$ cat config.mk
export PLATFORM = sky130hd
export DESIGN_NAME = coreaxitoahbl_wstrb_analyzer_flat
export DESIGN_NICKNAME = d
export VERILOG_FILES = /design/src/rtl/coreaxitoahbl_pkg.sv /design/src/rtl/coreaxitoahbl_wstrb_analyzer_if.sv /design/src/rtl/coreaxitoahbl_wstrb_popcnt.sv /design/src/rtl/coreaxitoahbl_wstrb_analyzer.sv /design/src/flat_wrapper.sv
export SDC_FILE = /design/constraint.sdc
export NUM_CORES = 1
export LEC_CHECK = 0
export ABC_AREA = 1
export CAP_MARGIN = 15
export CORE_MARGIN = 2
export CORE_UTILIZATION = 46
export DETAILED_ROUTE_END_ITERATION = 8
export GPL_TIMING_DRIVEN = 0
export PLACE_DENSITY = 0.76
export REMOVE_ABC_BUFFERS = 1
export SYNTH_ARGS = -nofsm -noshare
export SYNTH_HDL_FRONTEND = slang
export SYNTH_HIERARCHICAL = 1
export SYNTH_SLANG_ARGS = --single-unit
$ cat constraint.sdc
create_clock -name ACLK -period 3.3 [get_ports ACLK]
set_input_delay 0.33 -clock ACLK [delete_from_list [all_inputs] [get_ports ACLK]]
set_output_delay 0.33 -clock ACLK [all_outputs]
set_load 0.03 [all_outputs]
$ cat src/rtl/coreaxitoahbl_pkg.sv
// Shared types and width helpers for the AXI-to-AHB-Lite write-strobe path.
// Analysis result struct is sized for the widest (128-bit) data path.
package coreaxitoahbl_pkg;

  localparam int AXI_DW_32  = 32;
  localparam int AXI_DW_64  = 64;
  localparam int AXI_DW_128 = 128;

  function automatic int POPCNT_W(input int strbw);
    return $clog2(strbw) + 1;
  endfunction

  function automatic int OFFSET_W(input int strbw);
    return $clog2(strbw);
  endfunction

  typedef struct packed {
    logic [4:0] cnt;
    logic [3:0] offset;
    logic       contig;
    logic       empty;
  } wstrb_res_t;

endpackage

$ cat src/rtl/coreaxitoahbl_wstrb_analyzer_if.sv
// Beat-in / result-out handshake bundle of the write-strobe analyzer.
// slave = analyzer side, master = W-channel capture / AHB generator side.
interface coreaxitoahbl_wstrb_analyzer_if #(
  parameter int STRBW = 8,
  parameter int BCW   = 13
);
  import coreaxitoahbl_pkg::*;

  localparam int CW = POPCNT_W(STRBW);
  localparam int OW = OFFSET_W(STRBW);

  logic [STRBW-1:0] WSTRBIn;
  logic             WLASTIn;
  logic             inValid;
  logic             inReady;
  logic             outValid;
  logic             outReady;
  logic [CW-1:0]    noValidBytes;
  logic [OW-1:0]    firstByteOffset;
  logic             strbContig;
  logic             strbEmpty;
  logic             beatLast;
  logic [BCW-1:0]   burstBytes;
  logic             burstOvf;

  modport slave (
    input  WSTRBIn, WLASTIn, inValid, outReady,
    output inReady, outValid, noValidBytes,
    output firstByteOffset, strbContig, strbEmpty,
    output beatLast, burstBytes, burstOvf
  );

  modport master (
    output WSTRBIn, WLASTIn, inValid, outReady,
    input  inReady, outValid, noValidBytes,
    input  firstByteOffset, strbContig, strbEmpty,
    input  beatLast, burstBytes, burstOvf
  );

endinterface

$ cat src/rtl/coreaxitoahbl_wstrb_popcnt.sv
// Combinational strobe analysis: popcount, lowest lane, contiguity, empty.
// Offset/contiguity only built with COREAXITOAHBL_WSTRB_CONTIG_CHK_EN.
module coreaxitoahbl_wstrb_popcnt
  import coreaxitoahbl_pkg::*;
#(
  parameter int AXI_STRBWIDTH = 8
) (
  input  logic [AXI_STRBWIDTH-1:0] strb,
  output wstrb_res_t               res
);

`ifdef COREAXITOAHBL_WSTRB_CONTIG_CHK_EN
  logic [4:0] runs;
  logic       prev;
`endif

  always_comb begin
    res        = '0;
    res.contig = 1'b1;
    res.empty  = (strb == '0);
    for (int i = 0; i < AXI_STRBWIDTH; i++) begin
      res.cnt = res.cnt + 5'(strb[i]);
    end
`ifdef COREAXITOAHBL_WSTRB_CONTIG_CHK_EN
    runs = '0;
    prev = 1'b0;
    for (int i = AXI_STRBWIDTH - 1; i >= 0; i--) begin
      if (strb[i]) res.offset = 4'(i);
    end
    // A single run has exactly one 0->1 edge scanning upward.
    for (int i = 0; i < AXI_STRBWIDTH; i++) begin
      if (strb[i] && !prev) runs = runs + 5'd1;
      prev = strb[i];
    end
    res.contig = (runs <= 5'd1);
`endif
  end

endmodule

$ cat src/rtl/coreaxitoahbl_wstrb_analyzer.sv
// Registered WSTRB analyzer with saturating per-burst byte accumulator.
// Optional macro: COREAXITOAHBL_WSTRB_CONTIG_CHK_EN (offset/contig logic).
module coreaxitoahbl_wstrb_analyzer
  import coreaxitoahbl_pkg::*;
#(
  parameter int AXI_DWIDTH      = 64,
  parameter int AXI_STRBWIDTH   = AXI_DWIDTH / 8,
  parameter int BURST_CNT_WIDTH = 13
) (
  input logic                          ACLK,
  input logic                          ARESETN,
  coreaxitoahbl_wstrb_analyzer_if.slave bus
);

  localparam int CW  = POPCNT_W(AXI_STRBWIDTH);
  localparam int OW  = OFFSET_W(AXI_STRBWIDTH);
  localparam int BCW = BURST_CNT_WIDTH;
  localparam int SW  = BCW + 1;

  localparam bit DW_OK = (AXI_DWIDTH == AXI_DW_32)
                      || (AXI_DWIDTH == AXI_DW_64)
                      || (AXI_DWIDTH == AXI_DW_128);

  if (!DW_OK || (AXI_STRBWIDTH != AXI_DWIDTH / 8)) begin : g_bad_cfg
    $error("illegal AXI_DWIDTH/AXI_STRBWIDTH");
  end

  wstrb_res_t res;

  coreaxitoahbl_wstrb_popcnt #(
    .AXI_STRBWIDTH(AXI_STRBWIDTH)
  ) u_popcnt (
    .strb(bus.WSTRBIn),
    .res (res)
  );

  logic unused_res;
  assign unused_res = ^res;

  logic           out_valid_q, out_valid_d;
  logic [CW-1:0]  cnt_q, cnt_d;
  logic [OW-1:0]  off_q, off_d;
  logic           contig_q, contig_d;
  logic           empty_q, empty_d;
  logic           last_q, last_d;
  logic [BCW-1:0] bytes_q, bytes_d;
  logic           ovf_q, ovf_d;
  logic           start_q, start_d;

  logic           in_ready;
  logic           accept;
  logic [BCW-1:0] base;
  logic [SW-1:0]  sum;

  assign in_ready = !out_valid_q || bus.outReady;
  assign accept   = bus.inValid && in_ready;

  always_comb begin
    out_valid_d = out_valid_q;
    cnt_d       = cnt_q;
    off_d       = off_q;
    contig_d    = contig_q;
    empty_d     = empty_q;
    last_d      = last_q;
    bytes_d     = bytes_q;
    ovf_d       = ovf_q;
    start_d     = start_q;
    base        = start_q ? '0 : bytes_q;
    sum         = {1'b0, base} + SW'(res.cnt);
    if (accept) begin
      out_valid_d = 1'b1;
      cnt_d       = res.cnt[CW-1:0];
      off_d       = res.offset[OW-1:0];
      contig_d    = res.contig;
      empty_d     = res.empty;
      last_d      = bus.WLASTIn;
      start_d     = bus.WLASTIn;
      // Carry out of the accumulator means saturation.
      bytes_d     = sum[BCW] ? '1 : sum[BCW-1:0];
      ovf_d       = (!start_q && ovf_q) || sum[BCW];
    end else if (bus.outReady) begin
      out_valid_d = 1'b0;
    end
  end

  always_ff @(posedge ACLK) begin
    if (!ARESETN) begin
      out_valid_q <= 1'b0;
      cnt_q       <= '0;
      off_q       <= '0;
      contig_q    <= 1'b1;
      empty_q     <= 1'b0;
      last_q      <= 1'b0;
      bytes_q     <= '0;
      ovf_q       <= 1'b0;
      start_q     <= 1'b1;
    end else begin
      out_valid_q <= out_valid_d;
      cnt_q       <= cnt_d;
      off_q       <= off_d;
      contig_q    <= contig_d;
      empty_q     <= empty_d;
      last_q      <= last_d;
      bytes_q     <= bytes_d;
      ovf_q       <= ovf_d;
      start_q     <= start_d;
    end
  end

  assign bus.inReady         = in_ready;
  assign bus.outValid        = out_valid_q;
  assign bus.noValidBytes    = cnt_q;
  assign bus.firstByteOffset = off_q;
  assign bus.strbContig      = contig_q;
  assign bus.strbEmpty       = empty_q;
  assign bus.beatLast        = last_q;
  assign bus.burstBytes      = bytes_q;
  assign bus.burstOvf        = ovf_q;

endmodule

$ cat src/flat_wrapper.sv
// flat-port wrapper written by rule: the top's interface ports become plain ports
module coreaxitoahbl_wstrb_analyzer_flat import coreaxitoahbl_pkg::*;
#(
  parameter int AXI_DWIDTH      = 64,
  parameter int AXI_STRBWIDTH   = AXI_DWIDTH / 8,
  parameter int BURST_CNT_WIDTH = 13
)
  (ACLK, ARESETN, bus_WSTRBIn, bus_WLASTIn, bus_inValid, bus_outReady, bus_inReady, bus_outValid, bus_noValidBytes, bus_firstByteOffset, bus_strbContig, bus_strbEmpty, bus_beatLast, bus_burstBytes, bus_burstOvf);
  coreaxitoahbl_wstrb_analyzer_if #(.STRBW(8), .BCW(13)) bus_i ();
  input logic ACLK;
  input logic ARESETN;
  input wire logic [$bits(bus_i.WSTRBIn)-1:0] bus_WSTRBIn;
  input wire logic [$bits(bus_i.WLASTIn)-1:0] bus_WLASTIn;
  input wire logic [$bits(bus_i.inValid)-1:0] bus_inValid;
  input wire logic [$bits(bus_i.outReady)-1:0] bus_outReady;
  output wire logic [$bits(bus_i.inReady)-1:0] bus_inReady;
  output wire logic [$bits(bus_i.outValid)-1:0] bus_outValid;
  output wire logic [$bits(bus_i.noValidBytes)-1:0] bus_noValidBytes;
  output wire logic [$bits(bus_i.firstByteOffset)-1:0] bus_firstByteOffset;
  output wire logic [$bits(bus_i.strbContig)-1:0] bus_strbContig;
  output wire logic [$bits(bus_i.strbEmpty)-1:0] bus_strbEmpty;
  output wire logic [$bits(bus_i.beatLast)-1:0] bus_beatLast;
  output wire logic [$bits(bus_i.burstBytes)-1:0] bus_burstBytes;
  output wire logic [$bits(bus_i.burstOvf)-1:0] bus_burstOvf;
  assign bus_i.WSTRBIn = bus_WSTRBIn;
  assign bus_i.WLASTIn = bus_WLASTIn;
  assign bus_i.inValid = bus_inValid;
  assign bus_i.outReady = bus_outReady;
  assign bus_inReady = bus_i.inReady;
  assign bus_outValid = bus_i.outValid;
  assign bus_noValidBytes = bus_i.noValidBytes;
  assign bus_firstByteOffset = bus_i.firstByteOffset;
  assign bus_strbContig = bus_i.strbContig;
  assign bus_strbEmpty = bus_i.strbEmpty;
  assign bus_beatLast = bus_i.beatLast;
  assign bus_burstBytes = bus_i.burstBytes;
  assign bus_burstOvf = bus_i.burstOvf;
  coreaxitoahbl_wstrb_analyzer #(.AXI_DWIDTH(AXI_DWIDTH), .AXI_STRBWIDTH(AXI_STRBWIDTH), .BURST_CNT_WIDTH(BURST_CNT_WIDTH)) u_core (.ACLK(ACLK), .ARESETN(ARESETN), .bus(bus_i));
endmodule
**After elaboration in Yosys (flattened, before gate mapping)**

Cells that the tools add are included.

- Add/subtract/negate cells: 8
- Reduce and logical (&&, ||, !) cells: 8
- Mux-type cells: 4

Operators by type and width:

| operator | number |
|---|---|
| $mux 13 | 2 |
| $add 5x1->5 | 3 |
| $add 13x5->14 | 1 |
| $logic_not 8->1 | 1 |
| $add 4x1->5 | 1 |
| $add 3x1->4 | 1 |
| $add 2x1->3 | 1 |
| $add 1x1->2 | 1 |
| $logic_and 1x1->1 | 2 |
| $logic_not 1->1 | 2 |
| $logic_or 1x1->1 | 2 |
| $mux 1 | 2 |
| $reduce_bool 2->1 | 1 |

- Bits of input ports: 13
- Register bits after elaboration: 22
- Output and inout port bits: 26
- Logic and storage cells: 27

**Longest topological paths before layout**

- Depth in word-level cells: 9
- Gate-level depth with buffers: 20
- Gate-level depth less buffers: 20

**Cells and area by module**

The synthesis kept the hierarchy.

By module, submodules not included:

| module | cells each | sequential area each (µm²) | times used | area each (µm²) |
|---|---|---|---|---|
| coreaxitoahbl_wstrb_analyzer | 234 | 520.5 | 1 | 1580.3 |
| coreaxitoahbl_wstrb_popcnt | 34 | 0.0 | 1 | 250.2 |

**Worst setup path before layout**

No wires, ideal clock.

- Path type: in2reg
- Start: in bus_WSTRBIn[3]
- End: reg u_core.bytes_q[10], in the netlist u_core/bus.burstBytes[10]
- Library setup time: 117 ps
- Arrival time: 3214 ps
- Required time: 3183 ps
- Path slack: -31 ps
- Buffers on the path: 0
- Cell stages on the path: 20
- Cell sequence: fa_1 inv_1 fa_1 inv_1 ha_1 inv_1 fa_1 inv_1 inv_1 fa_1 inv_1 nand2_1 nand2_1 nand3_1 nand2_1 nand2_1 nand2_1 nand2_1 nor2_1 nor2_1

RTL lines:

| what | line | text |
|---|---|---|
| start, declared | flat_wrapper.sv:12 | `input wire logic [$bits(bus_i.WSTRBIn)-1:0] bus_WSTRBIn;` |
| end signal, assigned | coreaxitoahbl_wstrb_analyzer.sv:104 | `bytes_q <= bytes_d;` |
| end, declared | coreaxitoahbl_wstrb_analyzer.sv:46 | `logic [BCW-1:0] bytes_q, bytes_d;` |

==> tab_implementation.tex <==
\begin{tabular}{lr}
\hline
Metric & Value \\
\hline
\multicolumn{2}{l}{\textbf{Run status}} \\
\quad Outcome & completed \\
\multicolumn{2}{l}{\textbf{Worst setup path}} \\
\quad Crit-path cells & buf\_6 > fa\_1 > inv\_1 > fa\_1 > inv\_2 > ha\_4 > inv\_2 > fa\_2 > xnor2\_4 > ha\_4 > or2\_1 > nand3b\_1 > nand2\_2 > buf\_6 > xor2\_2 > nor2\_4 > nor2\_2 \\
\quad CP Launch Type & primary input \\
\quad Worst setup path class & primary input to flip-flop \\
\quad Peak per-stage delay on the critical path & between 0.5 and 0.6 ns \\
\quad Required arrival time at the worst endpoint & 3.47 ns \\
\quad Signal arrival time at the worst endpoint & between 3 and 4 ns \\
\quad Standard cell with the maximum stage delay on the critical path & sky130\_fd\_sc\_hd\_\_fa\_1 \\
\quad Critical path capture point type & flip-flop \\
\quad CP max FO & 4 \\
\multicolumn{2}{l}{\textbf{Floorplan}} \\
\quad Die outline width & about 67 um \\
\quad Top-Level Pins & 39 \\
\quad Site Rows & 22 \\
\quad Floorplan core area & around 3700 um\^{}2 \\
\quad Die span in y & between 60 and 70 um \\
\quad Die ar. & between 4000 and 5000 um\^{}2 \\
\quad Initial Utilization & 0.487 \\
\multicolumn{2}{l}{\textbf{Clock tree}} \\
\quad Count of clock tree sinks & 26 \\
\quad Root Driver & sky130\_fd\_sc\_hd\_\_clkbuf\_8 \\
\quad Cts bufs inserted & 3 \\
\quad H-Tree Depth & 1 \\
\quad Clock-pin slew reported for the worst setup and hold paths after clock tree synthesis & 0.09 ns \\
\quad Max Buffers Root-to-Sink & 2 \\
\quad TritonCTS clock tree & done \\
\quad Clock insertion delay at the later pin of the skew report & between 0.2 and 0.3 ns \\
\quad Hold-fix buffers, CTS & 0 \\
\multicolumn{2}{l}{\textbf{Timing}} \\
\quad Transition at the pin with the smallest max-transition slack & roughly 0.64 ns \\
\quad Peak Freq & 308 MHz \\
\quad Final Max Slew Viols & 0 \\
\quad Final Hold Slack & between 0.4 and 0.5 ns \\
\quad Share of the clock period used by the worst path after layout & 0.983 \\
\quad Final setup skew & approximately 0.0041 ns \\
\quad Setup TNS & 0 ns \\
\quad Min Clock Period, post-route & between 3 and 4 ns \\
\quad Final count of negative-setup-slack endpoints & 0 \\
\quad Unrepaired setup endpoints after global routing & true \\
\quad Final number of hold-violating endpoints & 0 \\
\quad Remaining max-slew budget at the tightest pin & 0.575 \\
\multicolumn{2}{l}{\textbf{Drt}} \\
\quad Count of vias placed by the detailed router & around 1800 \\
\quad Detailed-route wire length per cell & between 10 and 15 um \\
\quad DRC violation total after the first TritonRoute iteration & 67 \\
\quad ANT nets after route & 0 \\
\quad Number of iterations in the first detailed-routing pass & 5 \\
\quad Residual DRC & 0 \\
\quad DR vias/cell & between 5 and 6 \\
\quad Total Wirelength & around 4600 um \\
\multicolumn{2}{l}{\textbf{Placed design}} \\
\quad \# port buffers & 38 \\
\quad Routability Congestion & 0.883 \\
\quad Placed wire-length estimate after detailed placement & 2970 um \\
\quad Cell area after placement & $\sim$2200 um\^{}2 \\
\quad Cell total after placement & about 340 \\
\multicolumn{2}{l}{\textbf{Cells and area}} \\
\quad Antenna diode count & 0 \\
\quad Area growth syn-to-layout & 34.6\% \\
\quad Final core occ & 0.655 \\
\quad Layout Cells excl Fill & 358 \\
\quad Finished Cell Area & around 2500 um\^{}2 \\
\quad Count of nets after finishing & about 340 \\
\quad Ratio of cells with drive above 1 in the final layout & 0.200 \\
\multicolumn{2}{l}{\textbf{Flow run}} \\
\quad Total of max-cap violations & 0 \\
\multicolumn{2}{l}{\textbf{Global route}} \\
\quad Wire length of the first global-routing pass & 7420 um \\
\quad Maximum number of pins on one net before global-route repair & 29 \\
\quad Number of global-route vias before repair & between 1500 and 2000 \\
\quad Overall global routing resource usage & 0.216 \\
\quad Overflow left after global routing & 0 \\
\quad Number of antenna violations at the first check in global routing & 0 \\
\multicolumn{2}{l}{\textbf{Power and ir drop}} \\
\quad Lkg Pwr & between 0.001 and 0.0015 uW \\
\quad PwrDens & 423 nW/um\^{}2 \\
\quad Peak supply drop & roughly 0.24 mV \\
\multicolumn{2}{l}{\textbf{Logic synthesis}} \\
\quad Post-synthesis instance area & roughly 1800 um\^{}2 \\
\quad Synthesized instance count & about 270 \\
\quad Synth Warn \# & 6 \\
\quad Post-Syn Area per Cell & around 6.8 um\^{}2 \\
\multicolumn{2}{l}{\textbf{Hold path}} \\
\quad Type of the worst min-delay path & flip-flop to flip-flop \\
\hline
\end{tabular}
## area by class of cell
| type | count | area, um^2 |
|---|---|---|
| clock buffers | 3 | 41.3 |
| fillers | 334 | 1290 |
| inverters | 36 | 143 |
| well taps | 48 | 60.1 |
| multi-input cells | 197 | 1220 |
| clock inverters | 1 | 30.0 |
| repair buffers | 47 | 440 |
| flip-flops and latches | 26 | 520 |
## layout by cell type, fill, tap and decap left out, types with 3 or more instances in the layout
master / instances
sky130_fd_sc_hd__inv_1: 29
sky130_fd_sc_hd__inv_2: 6
sky130_fd_sc_hd__nand3_1: 19
sky130_fd_sc_hd__o21ai_0: 18
sky130_fd_sc_hd__clkbuf_8: 3
sky130_fd_sc_hd__ha_1: 6
sky130_fd_sc_hd__o21ai_2: 3
sky130_fd_sc_hd__clkdlybuf4s50_1: 32
sky130_fd_sc_hd__conb_1: 5
sky130_fd_sc_hd__nand3_2: 4
sky130_fd_sc_hd__buf_2: 3
sky130_fd_sc_hd__nor2_4: 3
sky130_fd_sc_hd__nand2_1: 46
sky130_fd_sc_hd__buf_4: 8
sky130_fd_sc_hd__dfxtp_1: 26
sky130_fd_sc_hd__nor2_1: 46
sky130_fd_sc_hd__buf_6: 4
sky130_fd_sc_hd__fa_1: 3
sky130_fd_sc_hd__nand2_2: 6
sky130_fd_sc_hd__nor2_2: 7
sky130_fd_sc_hd__a21oi_1: 10
## routing by layer
| metal | global-route usage | part of all wire | vias up |
|---|---|---|---|
| li1 | - | - | 919 |
| met1 | 0.262 | 0.41 | 847 |
| met2 | 0.384 | 0.50 | 54 |
| met3 | 0.0270 | 0.058 | 12 |
| met4 | 0.0842 | 0.027 | 0 |
| met5 | 0 | 0 | - |
## worst paths after layout
| kind | from | to | slack [ns] | depth (start not counted) |
|---|---|---|---|---|
| worst max register to register | u_core/start_q$_SDFFE_PN1P_ | u_core/bus.burstBytes[5]$_SDFFE_PN0P_ | 1.07 | 12 |
| worst min register to register | u_core/bus.beatLast$_SDFFE_PN0P_ | u_core/bus.beatLast$_SDFFE_PN0P_ | 0.47 | 2 |
| worst max-delay path | bus_WSTRBIn[1] | u_core/bus.burstBytes[5]$_SDFFE_PN0P_ | 0.05 | 17 |
| worst min-delay path | u_core/bus.beatLast$_SDFFE_PN0P_ | u_core/bus.beatLast$_SDFFE_PN0P_ | 0.47 | 2 |
## through the flow
step	setup WS, ns	power, uW
4_1_cts	-0.0200	998
3_3_place_gp	-0.731	681
2_1_floorplan	-0.0311	578
5_1_grt	-0.0453	1100
3_5_place_dp	-0.790	692
6_report	0.0548	1040
## power by group
part           total [uW]  switching (uW)  leakage, uW  internal, uW
Clock                 269             107    0.0000357           163
Combinational         402             224     0.000860           178
Sequential            366            24.3     0.000215           341
## sequential cells by signal (all words and copies together) (netlist names)
name / flops
u_core/bus.beatLast: 1
u_core/bus.strbEmpty: 1
u_core/bus.firstByteOffset: 3
u_core/bus.noValidBytes: 4
u_core/bus.burstBytes: 13
u_core/bus.burstOvf: 1
u_core/bus.outValid: 1
u_core/bus.strbContig: 1
u_core/start_q: 1
## worst max-delay path: cells and delay by family
kind | cells | cell delay, ns
simple gates | 5 | 0.60
buf+inv | 5 | 0.41
xor+xnor | 2 | 0.34
fa+ha+maj | 5 | 1.73
## repair_timing
| action | in CTS | in global routing |
|---|---|---|
| pin swaps | 13 | 13 |
| gates cloned | 1 | 0 |
| endpoints found under the setup margin | 14 | 13 |
| buffers inserted | 6 | 3 |
| gates resized for setup | 37 | 26 |
Power figures use the tool's default switching activity.
==> RTL edit, RTL diff (config.mk and constraints unchanged) <==
Reset style: asynchronous (`ARESETN`), changed in one clocked block.
--- a/src/rtl/coreaxitoahbl_wstrb_analyzer.sv
+++ b/src/rtl/coreaxitoahbl_wstrb_analyzer.sv
@@ -83,7 +83,7 @@
     end
   end
 
-  always_ff @(posedge ACLK) begin
+  always_ff @(posedge ACLK or negedge ARESETN) begin
     if (!ARESETN) begin
       out_valid_q <= 1'b0;
       cnt_q       <= '0;
Function: differs if ARESETN is asserted again (counterexample within 4 cycles, from zero or initial values and one cycle with ARESETN low); with ARESETN held inactive, the same outputs for 10 cycles.
==> RTL edit against the original RTL <==
- via count is 1.6% lower
- cell count is 1.7% higher
- setup slack worse by 0.044 ns
- count of clock-buffer cells in the layout stayed put
- fmax is 1.3% lower
- sequential cell count stayed put
- non-clock buffer count is 5 higher
- cell area is 7.8% higher
- core utilization is 0.35 points lower
- routed wire length is 1.2% higher
- area after synthesis is 7.1% higher
- global-route usage is 3.0 points lower
- critical endpoint is now u_core/bus.burstBytes[10]$_DFFE_PN0P_
Power is not compared: it rests on default switching activity, and its combinational part moved more than twofold at a synthesized area within 25%.
==> RTL edit: results (changes against the original RTL) <==
Parameter                              Value

GRT
  Overall Global Routing Usage    18.6% (-3.0 points)
  Via count of the first global-routing pass    1664 (-3.3%)
  Initial antenna violation count    0 (unchanged)
  Global-route wire length before repair    7330 um (-1.1%)
  Met1 Usage GRT    25.3% (-0.96 points)
  Fraction of met3 tracks used by global routing    2.19% (-0.51 points)
  GR Layer Usage met2    31.0% (-7.4 points)
  Maximum number of pins on one net before global-route repair    28 (-3.4%)

Cells and area
  Flip-flop count of the largest register after layout    13 (unchanged)
  Total number of nets in the final design    341 (+1.2%)
  Fraction of layout cells with a size suffix above 1    27.1% (+7.1 points)

Worst setup path
  Data arrival, critical path    3.51 ns (+0.09 ns)
  Slowest stage delay, CP    around 0.54 ns
  Peak fanout along the critical path    4 (unchanged)
  CP max stage cell    sky130_fd_sc_hd__fa_1
  Top delay family on crit path    adder cells

CTS
  Latest clock arrival within the worst-skew pair    0.28 ns (about the same)
  Clk Tree Root Cell    sky130_fd_sc_hd__clkbuf_8
  Number of buffers on the longest clock path    2 (unchanged)
  CTS Buf Count    3 (unchanged)
  Register clock-pin slew on the reported worst setup and hold paths    roughly 0.10 ns

Place
  Half-perimeter wire length after detailed placement    3100 um (+4.3%)
  Number of buffers added on ports    38 (unchanged)
  Area after detailed placement    2340 um^2 (+7.1%)
  Routability cong.    0.814 (-7.8%)

STA
  Worst-case headroom to the max-slew limit    51.7% (-5.7 points)
  Post-Route Skew    0.00212 ns (-0.00194 ns)

Worst hold path
  Path class of the lowest-slack min-delay path    in2reg

Power
  Worst IR Drop VDD    0.374 mV
  Net Sw Frac    45.0%

Detailed routing
  Sum of routed wire segments on met1    2060 um (+7.4%)
  Sum of met2 wire segment lengths after detailed routing    2320 um (-0.56%)
  Number of iterations in the first detailed-routing pass    4 (-1)
  Total via count after detailed routing    1803 (-1.6%)
  DR WL/cell    12.9 um (-0.48%)
  WL met3    246 um (-7.9%)
  DR top layer    met4
  DR iter-0 viols    64 (-4.5%)

Status
  Result of the run    complete, no violations

Synth
  Yosys warnings    6 (unchanged)
[RTL edit: cell count changes in the layout (fill, tap and decap cells not counted), moves of 7 or more]
cell / change
sky130_fd_sc_hd__dfxtp_1: -26
sky130_fd_sc_hd__nor2_1: -10
sky130_fd_sc_hd__o21ai_0: -15
sky130_fd_sc_hd__nor2_2: +7
sky130_fd_sc_hd__dfrtp_1: +24
sky130_fd_sc_hd__a21oi_1: -8
sky130_fd_sc_hd__nand2_1: +22
[RTL edit: worst paths after layout]
kind | from | to | slack, ns | cells after the start
worst max-delay path | bus_WSTRBIn[3] | u_core/bus.burstBytes[10]$_DFFE_PN0P_ | 0.01 | 20
worst min-delay path | bus_WSTRBIn[0] | u_core/bus.strbEmpty$_DFFE_PN0P_ | 0.37 | 6
worst max register to register | u_core/start_q$_DFFE_PN1P_ | u_core/bus.burstBytes[6]$_DFFE_PN0P_ | 1.09 | 10
worst min register to register | u_core/bus.strbContig$_DFFE_PN1P_ | u_core/bus.strbContig$_DFFE_PN1P_ | 0.47 | 2
max in group asynchronous | ARESETN | u_core/start_q$_DFFE_PN1P_ | 2.21 | 2
min in group asynchronous | ARESETN | u_core/bus.firstByteOffset[0]$_DFFE_PN0P_ | 0.47 | 1
[RTL edit: repair_timing]
item	in CTS	in global routing
buffers inserted	9	4
setup endpoints to repair	14	14
hold buffers	0	0
resized for setup	45	21
pin swaps	14	16
[RTL edit: power groups by stage]
stage	Clock [mW]	Combinational, mW	Sequential, mW
after floorplan	0	0.498	0.646
after global placement	0	0.929	0.493
after detailed placement	0	0.946	0.496
after CTS	0.279	1.09	0.490
after global routing	0.289	1.29	0.508
final	0.279	1.19	0.490
[RTL edit: worst register-to-register path, cell delays in order, from the launching register on]
cell                      delay (ns)
sky130_fd_sc_hd__dfstp_2        0.72
sky130_fd_sc_hd__nor2_1         0.12
sky130_fd_sc_hd__ha_1           0.39
sky130_fd_sc_hd__a21oi_1        0.29
sky130_fd_sc_hd__nand2_4        0.13
sky130_fd_sc_hd__nand2_2        0.11
sky130_fd_sc_hd__nand2_2        0.07
sky130_fd_sc_hd__o21ai_1        0.07
sky130_fd_sc_hd__nand2_1        0.10
sky130_fd_sc_hd__nor2_4         0.09
sky130_fd_sc_hd__nor2_2         0.03
[RTL edit: final cells by class]
type                            instances  area [um^2]
Multi-Input combinational cell        199         1240
Tap cell                               50         62.6
Clock buffer                            3         41.3
Sequential cell                        26          653
Fill cell                             348         1410
Inverter                               33          131
Timing Repair Buffer                   52          490
Clock inverter                          1         30.0
[RTL edit: stage by stage]
step	setup TNS (ns)	setup WS [ns]	util, %	cells
floorplan	-0.280	-0.0452	-	258
global placement	-9.60	-0.749	57.4	346
detailed placement	-10.32	-0.804	57.8	347
CTS	0	0.000375	62.8	360
global route	-0.574	-0.102	65.2	364
finish	0	0.0107	65.2	364
